--- src/rtl/mdio_mgmt_ctrl_if.sv ---
// Requester-side bus of the MDIO management master: two request ports
// (port 0 = PHY init sequencer, port 1 = link-status poller) packed into
// shared vectors, plus the grant/done handshake and read result.
`timescale 1ns/1ps
interface mdio_mgmt_ctrl_if;
  logic [1:0]  Req;
  logic [1:0]  Wr;
  logic [9:0]  PhyAddr;
  logic [9:0]  RegAddr;
  logic [31:0] WrData;
  logic [1:0]  Grant;
  logic [1:0]  Done;
  logic [15:0] RdData;
  logic        Busy;

  modport master (
    output Req, Wr, PhyAddr, RegAddr, WrData,
    input  Grant, Done, RdData, Busy
  );

  modport slave (
    input  Req, Wr, PhyAddr, RegAddr, WrData,
    output Grant, Done, RdData, Busy
  );
endinterface

--- src/rtl/mdio_mgmt_ctrl.sv ---
// Clause 22 MDIO management master. Two requesters share one PHY management
// port through a round-robin arbiter; one 64-bit frame is serialised at a
// time. MDC comes from a Clk-enable divider so every MDIO drive (MDC fall)
// and sample (MDC rise) event is a single-cycle strobe in the Clk domain.
// CLK_DIV_CNT must be at least 2.
`timescale 1ns/1ps
module mdio_mgmt_ctrl #(
  parameter int unsigned CLK_DIV_CNT = 50,
  parameter int unsigned GUARD_MDC   = 1
) (
  input  logic            Clk,
  input  logic            Rstn,
  mdio_mgmt_ctrl_if.slave mgmt,
  output logic            MDC,
  output logic            MDIO_O,
  output logic            MDIO_OE,
  input  logic            MDIO_I
);

  localparam int unsigned DIV_W = $clog2(CLK_DIV_CNT);
  localparam int unsigned GRD_W = $clog2(GUARD_MDC + 1);
  localparam logic [DIV_W-1:0] DIV_LAST = DIV_W'(CLK_DIV_CNT - 1);
  localparam logic [DIV_W-1:0] DIV_PRE  = DIV_W'(CLK_DIV_CNT - 2);
  localparam logic [GRD_W-1:0] GRD_LAST = GRD_W'(GUARD_MDC - 1);
  localparam logic [1:0] OP_WR = 2'b01;
  localparam logic [1:0] OP_RD = 2'b10;

  typedef enum logic [1:0] {IDLE, XFER, GUARD} state_t;

  state_t           state_q, state_d;
  logic [DIV_W-1:0] div_q, div_d;
  logic             mdc_q, mdc_d;
  logic [5:0]       bit_q, bit_d;
  logic [63:0]      frame_q, frame_d;
  logic             port_q, port_d;
  logic             wr_q, wr_d;
  logic [15:0]      shadow_q, shadow_d;
  logic [GRD_W-1:0] guard_q, guard_d;
  logic             rr_q, rr_d;
  logic [1:0]       grant_q, grant_d;
  logic [1:0]       done_q, done_d;
  logic [15:0]      rddata_q, rddata_d;
  logic             busy_q, busy_d;
  logic             mdio_o_q, mdio_o_d;
  logic             mdio_oe_q, mdio_oe_d;

  logic             tick, fall_evt, rise_evt, pre_fall;
  logic             win;
  logic [4:0]       phy_sel, reg_sel;
  logic [15:0]      wd_sel;
  logic [63:0]      frame_new;

  assign tick     = (div_q == DIV_LAST);
  assign fall_evt = tick & mdc_q;
  assign rise_evt = tick & ~mdc_q;
  assign pre_fall = mdc_q & (div_q == DIV_PRE);

  // Next-state: divider, arbiter, frame serialiser and guard timer
  always_comb begin
    state_d   = state_q;
    div_d     = tick ? '0 : div_q + 1'b1;
    mdc_d     = tick ? ~mdc_q : mdc_q;
    bit_d     = bit_q;
    frame_d   = frame_q;
    port_d    = port_q;
    wr_d      = wr_q;
    shadow_d  = shadow_q;
    guard_d   = guard_q;
    rr_d      = rr_q;
    grant_d   = '0;
    done_d    = '0;
    rddata_d  = rddata_q;
    busy_d    = busy_q;
    mdio_o_d  = mdio_o_q;
    mdio_oe_d = mdio_oe_q;

    // rr_q names the port that wins a tie; a lone requester always wins
    win       = (mgmt.Req == 2'b11) ? rr_q : mgmt.Req[1];
    phy_sel   = win ? mgmt.PhyAddr[9:5] : mgmt.PhyAddr[4:0];
    reg_sel   = win ? mgmt.RegAddr[9:5] : mgmt.RegAddr[4:0];
    wd_sel    = win ? mgmt.WrData[31:16] : mgmt.WrData[15:0];
    frame_new = {32'hFFFF_FFFF, 2'b01, mgmt.Wr[win] ? OP_WR : OP_RD,
                 phy_sel, reg_sel,
                 mgmt.Wr[win] ? 2'b10 : 2'b11,
                 mgmt.Wr[win] ? wd_sel : 16'hFFFF};

    if (rise_evt && state_q == XFER && !wr_q && bit_q >= 6'd48)
      shadow_d = {shadow_q[14:0], MDIO_I};

    case (state_q)
      IDLE: begin
        if (fall_evt && (mgmt.Req != 2'b00)) begin
          grant_d   = win ? 2'b10 : 2'b01;
          rr_d      = ~win;
          port_d    = win;
          wr_d      = mgmt.Wr[win];
          mdio_o_d  = frame_new[63];
          frame_d   = {frame_new[62:0], 1'b0};
          mdio_oe_d = 1'b1;
          busy_d    = 1'b1;
          bit_d     = '0;
          state_d   = XFER;
        end
      end
      XFER: begin
        if (fall_evt) begin
          if (bit_q == 6'd63) begin
            mdio_oe_d = 1'b0;
            mdio_o_d  = 1'b1;
            done_d    = port_q ? 2'b10 : 2'b01;
            if (!wr_q)
              rddata_d = shadow_q;
            guard_d   = '0;
            state_d   = GUARD;
          end else begin
            bit_d     = bit_q + 6'd1;
            mdio_o_d  = frame_q[63];
            frame_d   = {frame_q[62:0], 1'b0};
            mdio_oe_d = wr_q | (bit_q < 6'd45);
          end
        end
      end
      GUARD: begin
        // Leave one Clk before the closing fall event so IDLE can grant on
        // that very fall while Busy still shows a low cycle between frames.
        if (fall_evt)
          guard_d = guard_q + 1'b1;
        else if (pre_fall && guard_q == GRD_LAST) begin
          busy_d  = 1'b0;
          state_d = IDLE;
        end
      end
      default: state_d = IDLE;
    endcase
  end

  // State and registered outputs, synchronous active-low reset
  always_ff @(posedge Clk) begin
    if (!Rstn) begin
      state_q   <= IDLE;
      div_q     <= '0;
      mdc_q     <= 1'b1;
      bit_q     <= '0;
      frame_q   <= '0;
      port_q    <= 1'b0;
      wr_q      <= 1'b0;
      shadow_q  <= '0;
      guard_q   <= '0;
      rr_q      <= 1'b0;
      grant_q   <= '0;
      done_q    <= '0;
      rddata_q  <= '0;
      busy_q    <= 1'b0;
      mdio_o_q  <= 1'b1;
      mdio_oe_q <= 1'b0;
    end else begin
      state_q   <= state_d;
      div_q     <= div_d;
      mdc_q     <= mdc_d;
      bit_q     <= bit_d;
      frame_q   <= frame_d;
      port_q    <= port_d;
      wr_q      <= wr_d;
      shadow_q  <= shadow_d;
      guard_q   <= guard_d;
      rr_q      <= rr_d;
      grant_q   <= grant_d;
      done_q    <= done_d;
      rddata_q  <= rddata_d;
      busy_q    <= busy_d;
      mdio_o_q  <= mdio_o_d;
      mdio_oe_q <= mdio_oe_d;
    end
  end

  assign mgmt.Grant  = grant_q;
  assign mgmt.Done   = done_q;
  assign mgmt.RdData = rddata_q;
  assign mgmt.Busy   = busy_q;
  assign MDC         = mdc_q;
  assign MDIO_O      = mdio_o_q;
  assign MDIO_OE     = mdio_oe_q;

endmodule

--- src/flat_wrapper.sv ---
// flat-port wrapper written by rule: the top's interface ports become plain ports
module mdio_mgmt_ctrl_flat 
#(
  parameter int unsigned CLK_DIV_CNT = 50,
  parameter int unsigned GUARD_MDC   = 1
)
  (Clk, Rstn, MDC, MDIO_O, MDIO_OE, MDIO_I, mgmt_Req, mgmt_Wr, mgmt_PhyAddr, mgmt_RegAddr, mgmt_WrData, mgmt_Grant, mgmt_Done, mgmt_RdData, mgmt_Busy);
  mdio_mgmt_ctrl_if mgmt_i ();
  input  logic Clk;
  input  logic Rstn;
  output logic MDC;
  output logic MDIO_O;
  output logic MDIO_OE;
  input  logic MDIO_I;
  input wire logic [$bits(mgmt_i.Req)-1:0] mgmt_Req;
  input wire logic [$bits(mgmt_i.Wr)-1:0] mgmt_Wr;
  input wire logic [$bits(mgmt_i.PhyAddr)-1:0] mgmt_PhyAddr;
  input wire logic [$bits(mgmt_i.RegAddr)-1:0] mgmt_RegAddr;
  input wire logic [$bits(mgmt_i.WrData)-1:0] mgmt_WrData;
  output wire logic [$bits(mgmt_i.Grant)-1:0] mgmt_Grant;
  output wire logic [$bits(mgmt_i.Done)-1:0] mgmt_Done;
  output wire logic [$bits(mgmt_i.RdData)-1:0] mgmt_RdData;
  output wire logic [$bits(mgmt_i.Busy)-1:0] mgmt_Busy;
  assign mgmt_i.Req = mgmt_Req;
  assign mgmt_i.Wr = mgmt_Wr;
  assign mgmt_i.PhyAddr = mgmt_PhyAddr;
  assign mgmt_i.RegAddr = mgmt_RegAddr;
  assign mgmt_i.WrData = mgmt_WrData;
  assign mgmt_Grant = mgmt_i.Grant;
  assign mgmt_Done = mgmt_i.Done;
  assign mgmt_RdData = mgmt_i.RdData;
  assign mgmt_Busy = mgmt_i.Busy;
  mdio_mgmt_ctrl #(.CLK_DIV_CNT(CLK_DIV_CNT), .GUARD_MDC(GUARD_MDC)) u_core (.Clk(Clk), .Rstn(Rstn), .mgmt(mgmt_i), .MDC(MDC), .MDIO_O(MDIO_O), .MDIO_OE(MDIO_OE), .MDIO_I(MDIO_I));
endmodule
--- config.mk ---
export PLATFORM = sky130hd
export DESIGN_NAME = mdio_mgmt_ctrl_flat
export DESIGN_NICKNAME = d
export VERILOG_FILES = /design/src/rtl/mdio_mgmt_ctrl_if.sv /design/src/rtl/mdio_mgmt_ctrl.sv /design/src/flat_wrapper.sv
export SDC_FILE = /design/constraint.sdc
export NUM_CORES = 1
export LEC_CHECK = 0
export BUFFER_PORTS_ARGS = -buffer_cell sky130_fd_sc_hd__buf_4
export CAP_MARGIN = 20
export CORE_MARGIN = 3
export CORE_UTILIZATION = 40
export CTS_CLUSTER_DIAMETER = 200
export DETAILED_ROUTE_END_ITERATION = 7
export HOLD_SLACK_MARGIN = 0.15
export PLACE_DENSITY = 0.58
export SETUP_SLACK_MARGIN = 0.2
export SYNTH_ARGS = -nofsm -noshare
export SYNTH_HDL_FRONTEND = slang
export SYNTH_SLANG_ARGS = --single-unit
--- constraint.sdc ---
create_clock -name Clk -period 2.5 [get_ports Clk]
set_clock_uncertainty 0.2 [all_clocks]
set_input_delay 0.5 -clock Clk [delete_from_list [all_inputs] [get_ports Clk]]
set_output_delay 0.5 -clock Clk [all_outputs]
set_load 0.05 [all_outputs]
# [Word level (Yosys, flattened, before mapping)]
# Index checks and enable logic that the tools add are counted.
[word_totals] ff_bits=122 out_inout_bits=24 elab_cells=104
[op_classes] n_addsub=3 n_lt_le_gt_ge=3 n_eq_ne=13 n_mux=39 n_bitwise=9 reduce_logical=21
[ops] op="$mux W64" n=3
[ops] op="$pmux W64 S2" n=1
[ops] op="$mux W16" n=2
[ops] op="$reduce_and A4 Y1" n=5
[ops] op="$eq A6 B6 Y1 const B" n=3
[ops] op="$mux W6" n=3
[ops] op="$mux W2" n=8
[ops] op="$mux W1" n=14
[ops] op="$add A6 B1 Y6 const B" n=2
[ops] op="$pmux W6 S2" n=1
[ops] op="$mux W5" n=2
[ops] op="$ne A2 B1 Y1 const B" n=4
[ops] op="$pmux W1 S2" n=4
[ops] op="$reduce_bool A2 Y1" n=4
[ops] op="$ge A6 B6 Y1 const B" n=1
[ops] op="$lt A6 B6 Y1 const B" n=1
[ops] op="$ne A2 B2 Y1 const B" n=3
[ops] op="$pmux W2 S3" n=1
[ops] op="$reduce_and A3 Y1" n=2
[ops] op="$logic_and A1 B1 Y1" n=5
[ops] op="$not A1 Y1" n=5
[ops] op="$reduce_and A5 Y1" n=1
[ops] op="$eq A2 B2 Y1 const B" n=2
[ops] op="$and A1 B1 Y1" n=3
[ops] op="other kinds (8)" n=8

# [Logic depth before layout (Yosys ltp)]
# Gate-level depths: netlist of the first run.
[depth] word_depth=7 ltp_mapped=9

# [Worst setup path after synthesis of the first run]
# No wires, ideal clock.
[synth_timing] path_kind="reg2reg" startpoint="reg u_core.mdc_q, in the netlist u_core.MDC" endpoint="reg u_core.frame_q[10]" setup_ps=87 arrival_ps=2010 required_time_ps=2213 slack_ps=203 stages_incl_launch_ff=7 path_buffers=1 period_less_slack_ps=2297 cell_sequence="dfxtp_1 -> nand3b_1 -> a211oi_4 -> a21boi_4 -> nand2_2 -> buf_2 -> o31ai_1"
[synth_between] elab_chain_len=4 elab_cells_between_ends=5 classes_between="2 x eq/ne; 1 x bitwise; 2 x reduce/logical"
[synth_lines] item="start, declared" line="mdio_mgmt_ctrl.sv:32" source="logic mdc_q, mdc_d;"
[synth_lines] item="start signal, assigned" line="mdio_mgmt_ctrl.sv:159" source="mdc_q <= mdc_d;"
[synth_lines] item="$and A1 B1 Y1 *" line="mdio_mgmt_ctrl.sv:54" source="assign fall_evt = tick & mdc_q;"
[synth_lines] item="$logic_and A1 B1 Y1" line="mdio_mgmt_ctrl.sv:92" source="if (fall_evt && (mgmt.Req != 2'b00)) begin"
[synth_lines] item="$ne A2 B1 Y1 (no line)"
[synth_lines] item="$reduce_and A4 Y1 (no line) *"
[synth_lines] item="end signal, assigned" line="mdio_mgmt_ctrl.sv:161" source="frame_q <= frame_d;"
[synth_lines] item="end, declared" line="mdio_mgmt_ctrl.sv:34" source="logic [63:0] frame_q, frame_d;"
# Mark *: on every way between the ends. The rest lies on a longest branch, timed or not.
# A chain may end at the register's enable or synchronous reset.

# [Worst setup path in the final report of the first run]
[layout_timing] startpoint="reg u_core.div_q[0]" endpoint="reg u_core.bit_q[3]"
[layout_between] elab_chain_len=5 elab_cells_between_ends=6 classes_between="3 x eq/ne; 1 x bitwise; 2 x reduce/logical"
[layout_lines] item="start, declared" line="mdio_mgmt_ctrl.sv:31" source="logic [DIV_W-1:0] div_q, div_d;"
[layout_lines] item="start signal, assigned" line="mdio_mgmt_ctrl.sv:158" source="div_q <= div_d;"
[layout_lines] item="$eq A6 B6 Y1 *" line="mdio_mgmt_ctrl.sv:53" source="assign tick = (div_q == DIV_LAST);"
[layout_lines] item="$and A1 B1 Y1 *" line="mdio_mgmt_ctrl.sv:54"
[layout_lines] item="$logic_and A1 B1 Y1" line="mdio_mgmt_ctrl.sv:92"
[layout_lines] item="$ne A2 B1 Y1 (no line)"
[layout_lines] item="$reduce_and A4 Y1 (no line) *"
[layout_lines] item="end signal, assigned" line="mdio_mgmt_ctrl.sv:160" source="bit_q <= bit_d;"
[layout_lines] item="end, declared" line="mdio_mgmt_ctrl.sv:33" source="logic [5:0] bit_q, bit_d;"
# Marks and branches as above.

==> results of run 1 <==
-- per-layer routing --
layer  up-vias  share of wire  GRT usage  wire [microns]
li1       2273              -          -               -
met1      2129           0.45      0.199            5350
met3         9          0.039     0.0570             457
met5         -              0          0               0
met2        71           0.50      0.283            5950
met4         0         0.0099     0.0587             118
-- layout by cell type, fill, tap and decap left out, types with 2 or more instances in the layout --
| master | count |
|---|---|
| o31ai_1 | 16 |
| nor2b_1 | 17 |
| ha_1 | 4 |
| o21ai_0 | 38 |
| xnor2_1 | 2 |
| bufinv_16 | 4 |
| nand3_1 | 55 |
| or2_2 | 2 |
| nand4_1 | 2 |
| buf_12 | 5 |
| clkbuf_1 | 2 |
| a21boi_0 | 5 |
| a21oi_1 | 2 |
| xor2_1 | 3 |
| nand2b_1 | 2 |
| nor2_1 | 74 |
| o22ai_1 | 17 |
| and3_1 | 2 |
| buf_4 | 97 |
| nor3_1 | 34 |
| nor3b_1 | 33 |
| dfxtp_1 | 121 |
| clkbuf_8 | 5 |
| nand2_1 | 57 |
| mux2i_1 | 17 |
| a31oi_1 | 5 |
| a31o_2 | 10 |
| o211a_1 | 2 |
| inv_1 | 8 |
| clkinv_2 | 2 |
| clkbuf_16 | 19 |
| or3b_2 | 2 |
| nand3b_1 | 4 |
| nor4_1 | 2 |
| and2_1 | 2 |
-- critical path, stage by stage, from the launching register on --
cell and delay [ns]:
dfxtp_1 0.39, ha_2 0.26, nand3b_1 0.16, a211oi_4 0.23, buf_4 0.17, o21ai_4 0.09
or4_1 0.52, a21boi_1 0.14
-- final timing paths --
| kind | start | to | slack, ns | cells after the start |
|---|---|---|---|---|
| hold reg to reg | u_core.mgmt.RdData[2] | u_core.mgmt.RdData[2] | 0.25 | 2 |
| setup reg to reg | u_core.div_q[0] | u_core.bit_q[3] | 0.28 | 7 |
| setup / recovery | u_core.div_q[0] | u_core.bit_q[3] | 0.28 | 7 |
| hold / removal | mgmt_WrData[27] | u_core.frame_q[12] | 0.21 | 3 |
-- metrics by stage --
| step | power [mW] | cell area [sq um] | hold WS, ns | util |
|---|---|---|---|---|
| floorplan | 2.08 | 5120 | 0.214 | - |
| global placement | 2.18 | 5940 | 0.244 | 0.484 |
| detailed placement | 2.18 | 5940 | 0.253 | 0.484 |
| CTS | 4.81 | 6610 | 0.203 | 0.539 |
| global route | 4.93 | 6700 | 0.225 | 0.546 |
| finish | 4.76 | 6700 | 0.214 | 0.546 |
-- repair_timing --
item                                    4_1_cts  5_1_grt
endpoints found under the setup margin       45       29
hold buffers                                  1        0
pin swaps                                     1        0
hold endpoints to repair                      1        0
resized for setup                             1        2
cloned                                        0        2
buffers inserted                              2        2
-- cell families (layout without fill, tap and decap cells) --
kind of cell,count (synthesis),in the layout,synth area share
AO/OA/AOI/OAI,104,104,0.136
XOR/XNOR,5,5,0.00855
adder cells (fa/ha/maj),5,5,0.0122
AND/OR/NAND/NOR,297,297,0.294
buffers and inverters,55,144,0.0432
multiplexers,17,17,0.0332
flip-flops,121,121,0.473
-- report_power, final --
group	internal (mW)	leakage (nW)	switching [mW]	total, mW
registers	1.93	0.975	0.00400	1.94
clock network	1.79	0.312	0.826	2.62
logic	0.114	1.38	0.0900	0.204
total	3.84	2.67	0.920	4.76
-- area by class of cell --
| cell class | count | area [sq um] |
|---|---|---|
| clock buffers | 24 | 502 |
| inverters | 8 | 30.0 |
| repair buffers | 105 | 888 |
| fillers | 1176 | 5570 |
| flip-flops and latches | 121 | 2420 |
| clock inverters | 7 | 138 |
| multi-input cells | 428 | 2500 |
| well taps | 168 | 210 |
-- state kept, by name, summed over array words and instances, names as in the netlist, 2 cells and up --
signal / count
u_core.mgmt.Done: 2
u_core.mgmt.RdData: 16
u_core.shadow_q: 16
u_core.frame_q: 63
u_core.state_q: 2
u_core.bit_q: 6
u_core.div_q: 6
u_core.mgmt.Grant: 2
==> results.json, run 1 <==
{
  "dp.cells": 823,
  "yosys-top-cells-area": "dfxtp_1, nor2_1, nand3_1, nor3b_1, nand2_1",
  "fin_crit_sh": 0.887,
  "synth_commonest_cells": "dfxtp_1, nor2_1, nand2_1, nand3_1, o21ai_0",
  "fin_setup_tns_ns": 0,
  "die_area_sq_um": 14200,
  "grt_pass1_wl_microns": 19500,
  "fmax_mhz": 451,
  "setup-violations-final": 0,
  "p_leak_nw": 2.67,
  "path_clk_slew_ns": 0.05,
  "worstSkewPairLatency_ns": 0.41,
  "setup_ws_ns": 0.281,
  "dpl.hpwl_microns": 7640,
  "dr.pass1.iters": 4,
  "drive_gt1_frac": 0.224,
  "grt_antenna_before_repair": 0,
  "critPathLaunchType": "flip-flop",
  "worst_ep_arrival_time_ns": 2.36,
  "yosysSeqAreaShare": 0.473,
  "syn_to_final_growth_pct": 30.7,
  "yosysTopAreaCellShare": 0.473,
  "wire_per_inst_microns": 13.8,
  "rsz0062_at_grt": "true",
  "critical_path.max_fanout": 7,
  "synth-edff-count": 0,
  "routed_wirelength_microns": 11900,
  "syn_area_sq_um": 5120,
  "floorplan.initialDensity": 0.418,
  "crit_type": "flip-flop to flip-flop",
  "vdd_drop_max_mv": 0.537,
  "period_minus_slack_ns": 2.22,
  "root_buffer": "clkbuf_16",
  "ys.flop_type": "dfxtp_1",
  "drt_iter0_drc": 271,
  "numPortBuffers": 82,
  "die_y_microns": 119,
  "pin_count": 83,
  "avgSynthCellArea_sq_um": 8.48,
  "clock_sinks": 121,
  "syn_nets": 668,
  "grt_pass1_vias": 4276,
  "endpoint_kind": "flip-flop",
  "die_width_microns": 119,
  "ant_nets": 0,
  "overflow": 0,
  "cts_buffer_depth": 2,
  "synth.most_common_cell": "dfxtp_1",
  "tightest_slew_ns": 0.546,
  "power.density_nw_per_um2": 711,
  "cts_tree": "built",
  "rows": 40,
  "vias_per_cell": 5.21,
  "stdcell_count": 861,
  "num_antenna_cells": 0,
  "grt_max_degree": 52,
  "fin_nets": 745,
  "yosysTopAreaCell": "dfxtp_1",
  "synthCells": 604,
  "drc": 0,
  "slew_headroom": 0.635,
  "grt_usage": 0.168,
  "yosys_warnings": 0,
  "htree_levels": 4,
  "synth_seq_cells": 121,
  "cts_buffers": 17,
  "status": "finished clean",
  "ys_async_sr_fraction": 0,
  "holdCritPathClass": "input pin to flip-flop",
  "place_ws_ns": 0.00464,
  "dr_total_vias": 4482,
  "final-hold-violation-count": 0,
  "coreArea_sq_um": 12300,
  "gp_congestion": 0.752,
  "drv_cap": 0,
  "synth_cell_types": 48,
  "slew_viol_final": 0,
  "crit_required_ns": 2.65
}
No activity file was read; power rests on OpenSTA's default activity.
==> run 2, diff against run 1 <==
--- a/config.mk
+++ b/config.mk
@@ -5,7 +5,7 @@
 export SDC_FILE = /design/constraint.sdc
 export NUM_CORES = 1
 export LEC_CHECK = 0
-export BUFFER_PORTS_ARGS = -buffer_cell sky130_fd_sc_hd__buf_4
+export BUFFER_PORTS_ARGS = -buffer_cell sky130_fd_sc_hd__buf_2
 export CAP_MARGIN = 20
 export CORE_MARGIN = 3
 export CORE_UTILIZATION = 40
==> results.json, run 2 (synthesized netlist as in run 1, its figures left out) <==
{
  "status": "finished clean",
  "dpl.hpwl_microns": 7500,
  "worstSkewPairLatency_ns": 0.41,
  "ant_nets": 0,
  "drc": 0,
  "rsz0062_at_grt": "false",
  "slew_viol_final": 0,
  "drive_gt1_frac": 0.224,
  "dr.pass1.iters": 4,
  "routed_wirelength_microns": 11600,
  "cp_cell_sequence": "ha_4 > nand3b_1 > a211oi_4 > buf_4 > o21ai_4 > or4_1 > a21boi_1",
  "wire_per_inst_microns": 13.4,
  "fmax_mhz": 463,
  "final-hold-violation-count": 0,
  "fin_crit_sh": 0.864,
  "largest_register_ffs": 63,
  "p_leak_nw": 2.57,
  "fill_cells": 1164,
  "grt_max_degree": 52,
  "vias_per_cell": 5.19,
  "grt_pass1_vias": 4142,
  "final_cell_mix": "dfxtp_1, buf_2, nor2_1, nand2_1, nand3_1",
  "crit_buf_inv": 1,
  "max_stage_delay_ns": 0.51,
  "critical-path-top-delay-family": "simple AND/OR/NAND/NOR gates",
  "gp_congestion": 0.743,
  "tightest_slew_ns": 0.576,
  "cts_tree": "built",
  "setup-violations-final": 0,
  "cts_buffer_depth": 2,
  "die_y_microns": 119,
  "endpoint_kind": "flip-flop",
  "period_minus_slack_ns": 2.16,
  "grt_antenna_before_repair": 0,
  "critPathLaunchType": "flip-flop",
  "drt_iter0_drc": 355,
  "die_width_microns": 119,
  "floorplan.initialDensity": 0.418,
  "top_register": "u_core.frame_q",
  "num_antenna_cells": 0,
  "path_clk_slew_ns": 0.06,
  "numPortBuffers": 82,
  "holdWs_ns": 0.201,
  "htree_levels": 4,
  "worst_ep_arrival_time_ns": 2.31,
  "drv_cap": 0,
  "fin_util": 0.519,
  "die_area_sq_um": 14200,
  "stdcell_area_sq_um": 6370,
  "critical_path.max_fanout": 7,
  "cts_buffers": 17,
  "fin_nets": 743,
  "pin_count": 83,
  "coreArea_sq_um": 12300,
  "crit_slowest_cell": "or4_1",
  "power.density_nw_per_um2": 699,
  "root_buffer": "clkbuf_16",
  "vdd_drop_max_mv": 0.631,
  "crit_required_ns": 2.65,
  "dr_total_vias": 4457,
  "place_area_sq_um": 5730,
  "grt_pass1_wl_microns": 19200,
  "rows": 40,
  "grt_usage": 0.165,
  "final_common_cell": "dfxtp_1",
  "overflow": 0,
  "syn_to_final_growth_pct": 24.4,
  "fin_setup_tns_ns": 0,
  "slew_headroom": 0.615,
  "clock_sinks": 121,
  "holdCritPathClass": "input pin to flip-flop",
  "crit_type": "flip-flop to flip-flop"
}
## run 2: changes by cell type in the layout (fill, tap and decap cells not counted), moves of 2 or more
cell       before  now
clkinv_4        0    5
bufinv_16       4    1
buf_2           0   81
clkbuf_8        5    2
buf_4          97   17
clkbuf_1        2    0
inv_6           0    3
buf_12          5    3
## run 2: routing by layer
| layer | wire, microns | up-vias | global-route usage |
|---|---|---|---|
| li1 | - | 2271 | - |
| met1 | 5370 | 2111 | 0.204 |
| met2 | 5620 | 64 | 0.274 |
| met3 | 402 | 11 | 0.0437 |
| met4 | 155 | 0 | 0.0659 |
| met5 | 0 | - | 0 |
## run 2: layout make-up
cell class,instances,area [sq um],area share
clock buffers,19,453,0.0711
repair buffers,103,628,0.0986
multi-input cells,428,2510,0.394
inverters,8,30.0,0.00471
well taps,168,210,0.0330
flip-flops and latches,121,2420,0.380
clock inverters,12,118,0.0185
## run 2: final timing paths
check / from / endpoint / slack [ns] / depth (start not counted)
max: u_core.div_q[0] / u_core.bit_q[3] / 0.34 / 7
max reg2reg: u_core.div_q[0] / u_core.bit_q[3] / 0.34 / 7
min reg2reg: u_core.mgmt.RdData[5] / u_core.mgmt.RdData[5] / 0.25 / 2
min: mgmt_WrData[23] / u_core.frame_q[8] / 0.20 / 3
## run 2: worst register-to-register path, stage by stage (launching register included)
cell and delay (ns):
dfxtp_1 0.43, ha_4 0.20, nand3b_1 0.14, a211oi_4 0.22, buf_4 0.17, o21ai_4 0.09, or4_1 0.51, a21boi_1 0.14
## run 2: what timing repair did
| item | in CTS | in global routing |
|---|---|---|
| gates resized for setup | 1 | 3 |
| gates cloned | 0 | 1 |
| setup buffers | 2 | 0 |
| hold buffers | 1 | 0 |
| endpoints found under the setup margin | 36 | 50 |
| pin swaps | 1 | 1 |
| endpoints found under the hold margin | 1 | 0 |
## run 2: stage by stage
step	std cells	power (mW)	setup WS [ns]
floorplan	604	2.08	0.203
global placement	824	2.15	0.127
detailed placement	824	2.16	0.0433
CTS	858	4.51	0.268
global route	859	4.61	0.198
finish	859	4.45	0.339
## run 2: power breakdown
group	internal [mW]	switching [mW]	leakage (nW)
Clock	1.42	0.911	0.280
Sequential	1.93	0.00468	0.975
Combinational	0.0896	0.0900	1.31
==> run 3, diff against run 2 <==
--- a/config.mk
+++ b/config.mk
@@ -7,12 +7,14 @@
 export LEC_CHECK = 0
 export BUFFER_PORTS_ARGS = -buffer_cell sky130_fd_sc_hd__buf_2
 export CAP_MARGIN = 20
+export CELL_PAD_IN_SITES_DETAIL_PLACEMENT = 1
+export CELL_PAD_IN_SITES_GLOBAL_PLACEMENT = 2
 export CORE_MARGIN = 3
-export CORE_UTILIZATION = 40
+export CORE_UTILIZATION = 30
 export CTS_CLUSTER_DIAMETER = 200
 export DETAILED_ROUTE_END_ITERATION = 7
 export HOLD_SLACK_MARGIN = 0.15
-export PLACE_DENSITY = 0.58
+export PLACE_DENSITY = 0.73
 export SETUP_SLACK_MARGIN = 0.2
 export SYNTH_ARGS = -nofsm -noshare
 export SYNTH_HDL_FRONTEND = slang
==> constraint.sdc (replaced) <==
create_clock -name Clk -period 1.9 [get_ports Clk]
set_clock_uncertainty 0.2 [all_clocks]
set_input_delay 0.38 -clock Clk [delete_from_list [all_inputs] [get_ports Clk]]
set_output_delay 0.38 -clock Clk [all_outputs]
set_load 0.05 [all_outputs]
==> results.json, run 3 (synthesized netlist as in run 1, its figures left out) <==
{
  "top_register": "u_core.frame_q",
  "slew_headroom": 0.719,
  "seq_power_share": 0.427,
  "rows": 47,
  "grt_pass1_vias": 5230,
  "place_area_sq_um": 6120,
  "p_comb_frac": 0.064,
  "stdcell_count": 1005,
  "finalPower_mw": 5.96,
  "fin_crit_sh": 1.07,
  "final_cell_mix": "dfxtp_1, buf_2, nor2_1, nand2_1, buf_4",
  "p_leak_nw": 3.20,
  "pin_count": 83,
  "period_minus_slack_ns": 2.04,
  "dr.pass1.iters": 5,
  "violations": "negative setup slack",
  "path_clk_slew_ns": 0.06,
  "tightest_slew_ns": 0.422,
  "final_common_cell": "dfxtp_1",
  "ant_nets": 0,
  "wire_per_inst_microns": 16.9,
  "grt_usage": 0.173,
  "clock_sinks": 121,
  "endpoint_kind": "flip-flop",
  "setup-violations-final": 87,
  "die_y_microns": 137,
  "dp.cells": 906,
  "grt_pass1_wl_microns": 25800,
  "cts_buffer_depth": 2,
  "floorplan.initialDensity": 0.308,
  "setup_ws_ns": -0.138,
  "critical_path.max_fanout": 25,
  "drv_cap": 0,
  "worstSkewPairLatency_ns": 0.41,
  "syn_to_final_growth_pct": 59.4,
  "critPathLaunchType": "flip-flop",
  "slew_viol_final": 0,
  "p_int_mw": 4.55,
  "final-hold-violation-count": 0,
  "crit_type": "flip-flop to flip-flop",
  "drive_gt1_frac": 0.418,
  "fin_nets": 836,
  "dr_total_vias": 5063,
  "stdcell_area_sq_um": 8170,
  "cts_buffers": 17,
  "fmax_mhz": 491,
  "vdd_drop_max_mv": 0.596,
  "fin_util": 0.491,
  "status": "complete, but fails checks",
  "fill_cells": 1868,
  "root_buffer": "clkbuf_16",
  "die_width_microns": 137,
  "power.density_nw_per_um2": 730,
  "htree_levels": 4,
  "drt_iter0_drc": 187,
  "largest_register_ffs": 63,
  "p_sw_mw": 1.41,
  "vias_per_cell": 5.04,
  "num_antenna_cells": 0,
  "numPortBuffers": 82,
  "grt_antenna_before_repair": 0,
  "gp_congestion": 0.808,
  "coreArea_sq_um": 16600,
  "worst_ep_arrival_time_ns": 2.14,
  "routed_wirelength_microns": 16900,
  "power_frac_clock": 0.508,
  "drc": 0,
  "grt_max_degree": 45,
  "die_area_sq_um": 18700,
  "cts_tree": "built",
  "dpl.hpwl_microns": 9640,
  "rsz0062_at_grt": "true",
  "overflow": 0,
  "holdCritPathClass": "input pin to flip-flop",
  "p_sw_frac": 0.237,
  "crit_required_ns": 2.00
}
==> run 3: cell count changes in the layout (fill, tap and decap cells not counted), moves of 13 or more <==
cell	change
o31ai_1	-13
nor3_2	+13
nor3_1	-17
nand3_1	-19
o21ai_1	+13
buf_4	+26
o21ai_2	+19
dlygate4sd3_1	+38
buf_6	+15
o21ai_0	-32
==> run 3: cell type report <==
| class | count | area [sq um] | area share |
|---|---|---|---|
| clock buffers | 18 | 429 | 0.0526 |
| clock inverters | 14 | 125 | 0.0153 |
| inverters | 8 | 30.0 | 0.00368 |
| flip-flops and latches | 121 | 2430 | 0.298 |
| repair buffers | 194 | 1650 | 0.202 |
| well taps | 220 | 275 | 0.0337 |
| multi-input cells | 430 | 3220 | 0.395 |
==> run 3: layer usage <==
| layer | GRT usage | part of all wire |
|---|---|---|
| met5 | 0 | 0 |
| met4 | 0.0649 | 0.017 |
| met1 | 0.218 | 0.44 |
| met3 | 0.0379 | 0.028 |
| met2 | 0.289 | 0.51 |
==> run 3: power groups by stage <==
stage,sequential [mW],clock [mW],combinational (mW)
3_5_place_dp,2.60,0,0.275
5_1_grt,2.55,3.25,0.417
2_1_floorplan,2.60,0,0.141
6_report,2.55,3.03,0.384
3_3_place_gp,2.60,0,0.268
4_1_cts,2.55,3.11,0.354
==> run 3: worst max-delay path: stages (launching register included) <==
cell and delay (ns):
dfxtp_2 0.33, inv_2 0.07, ha_4 0.14, nand3b_1 0.14
a211oi_4 0.21, buf_4 0.17, o21ai_4 0.11, buf_12 0.19
nor3_1 0.25, nor3b_2 0.07
==> run 3: path summary, 6_finish.rpt <==
| kind | slack, ns | startpoint | endpoint | cells past startpoint |
|---|---|---|---|---|
| setup / recovery | -0.14 | u_core.div_q[1] | u_core.frame_q[59] | 9 |
| hold / removal | 0.17 | mgmt_PhyAddr[3] | u_core.frame_q[27] | 4 |
| setup reg to reg | -0.14 | u_core.div_q[1] | u_core.frame_q[59] | 9 |
| hold reg to reg | 0.25 | u_core.mgmt.RdData[4] | u_core.mgmt.RdData[4] | 2 |
==> run 3: per-stage QoR <==
| stage | TNS, ns | hold slack (ns) | setup WS [ns] |
|---|---|---|---|
| 2_1_floorplan | -1.93 | 0.214 | -0.0449 |
| 3_3_place_gp | -2.52 | 0.244 | -0.0921 |
| 3_5_place_dp | -4.95 | 0.251 | -0.160 |
| 4_1_cts | -3.02 | 0.151 | -0.0832 |
| 5_1_grt | -14.31 | 0.174 | -0.232 |
| 6_report | -5.48 | 0.173 | -0.138 |
==> run 3: what timing repair did <==
action	CTS	global route
pin swaps	16	24
cloned	3	9
hold buffers	39	0
endpoints found under the setup margin	114	114
gates resized for setup	68	117
hold endpoints to repair	22	0
setup buffers	7	9
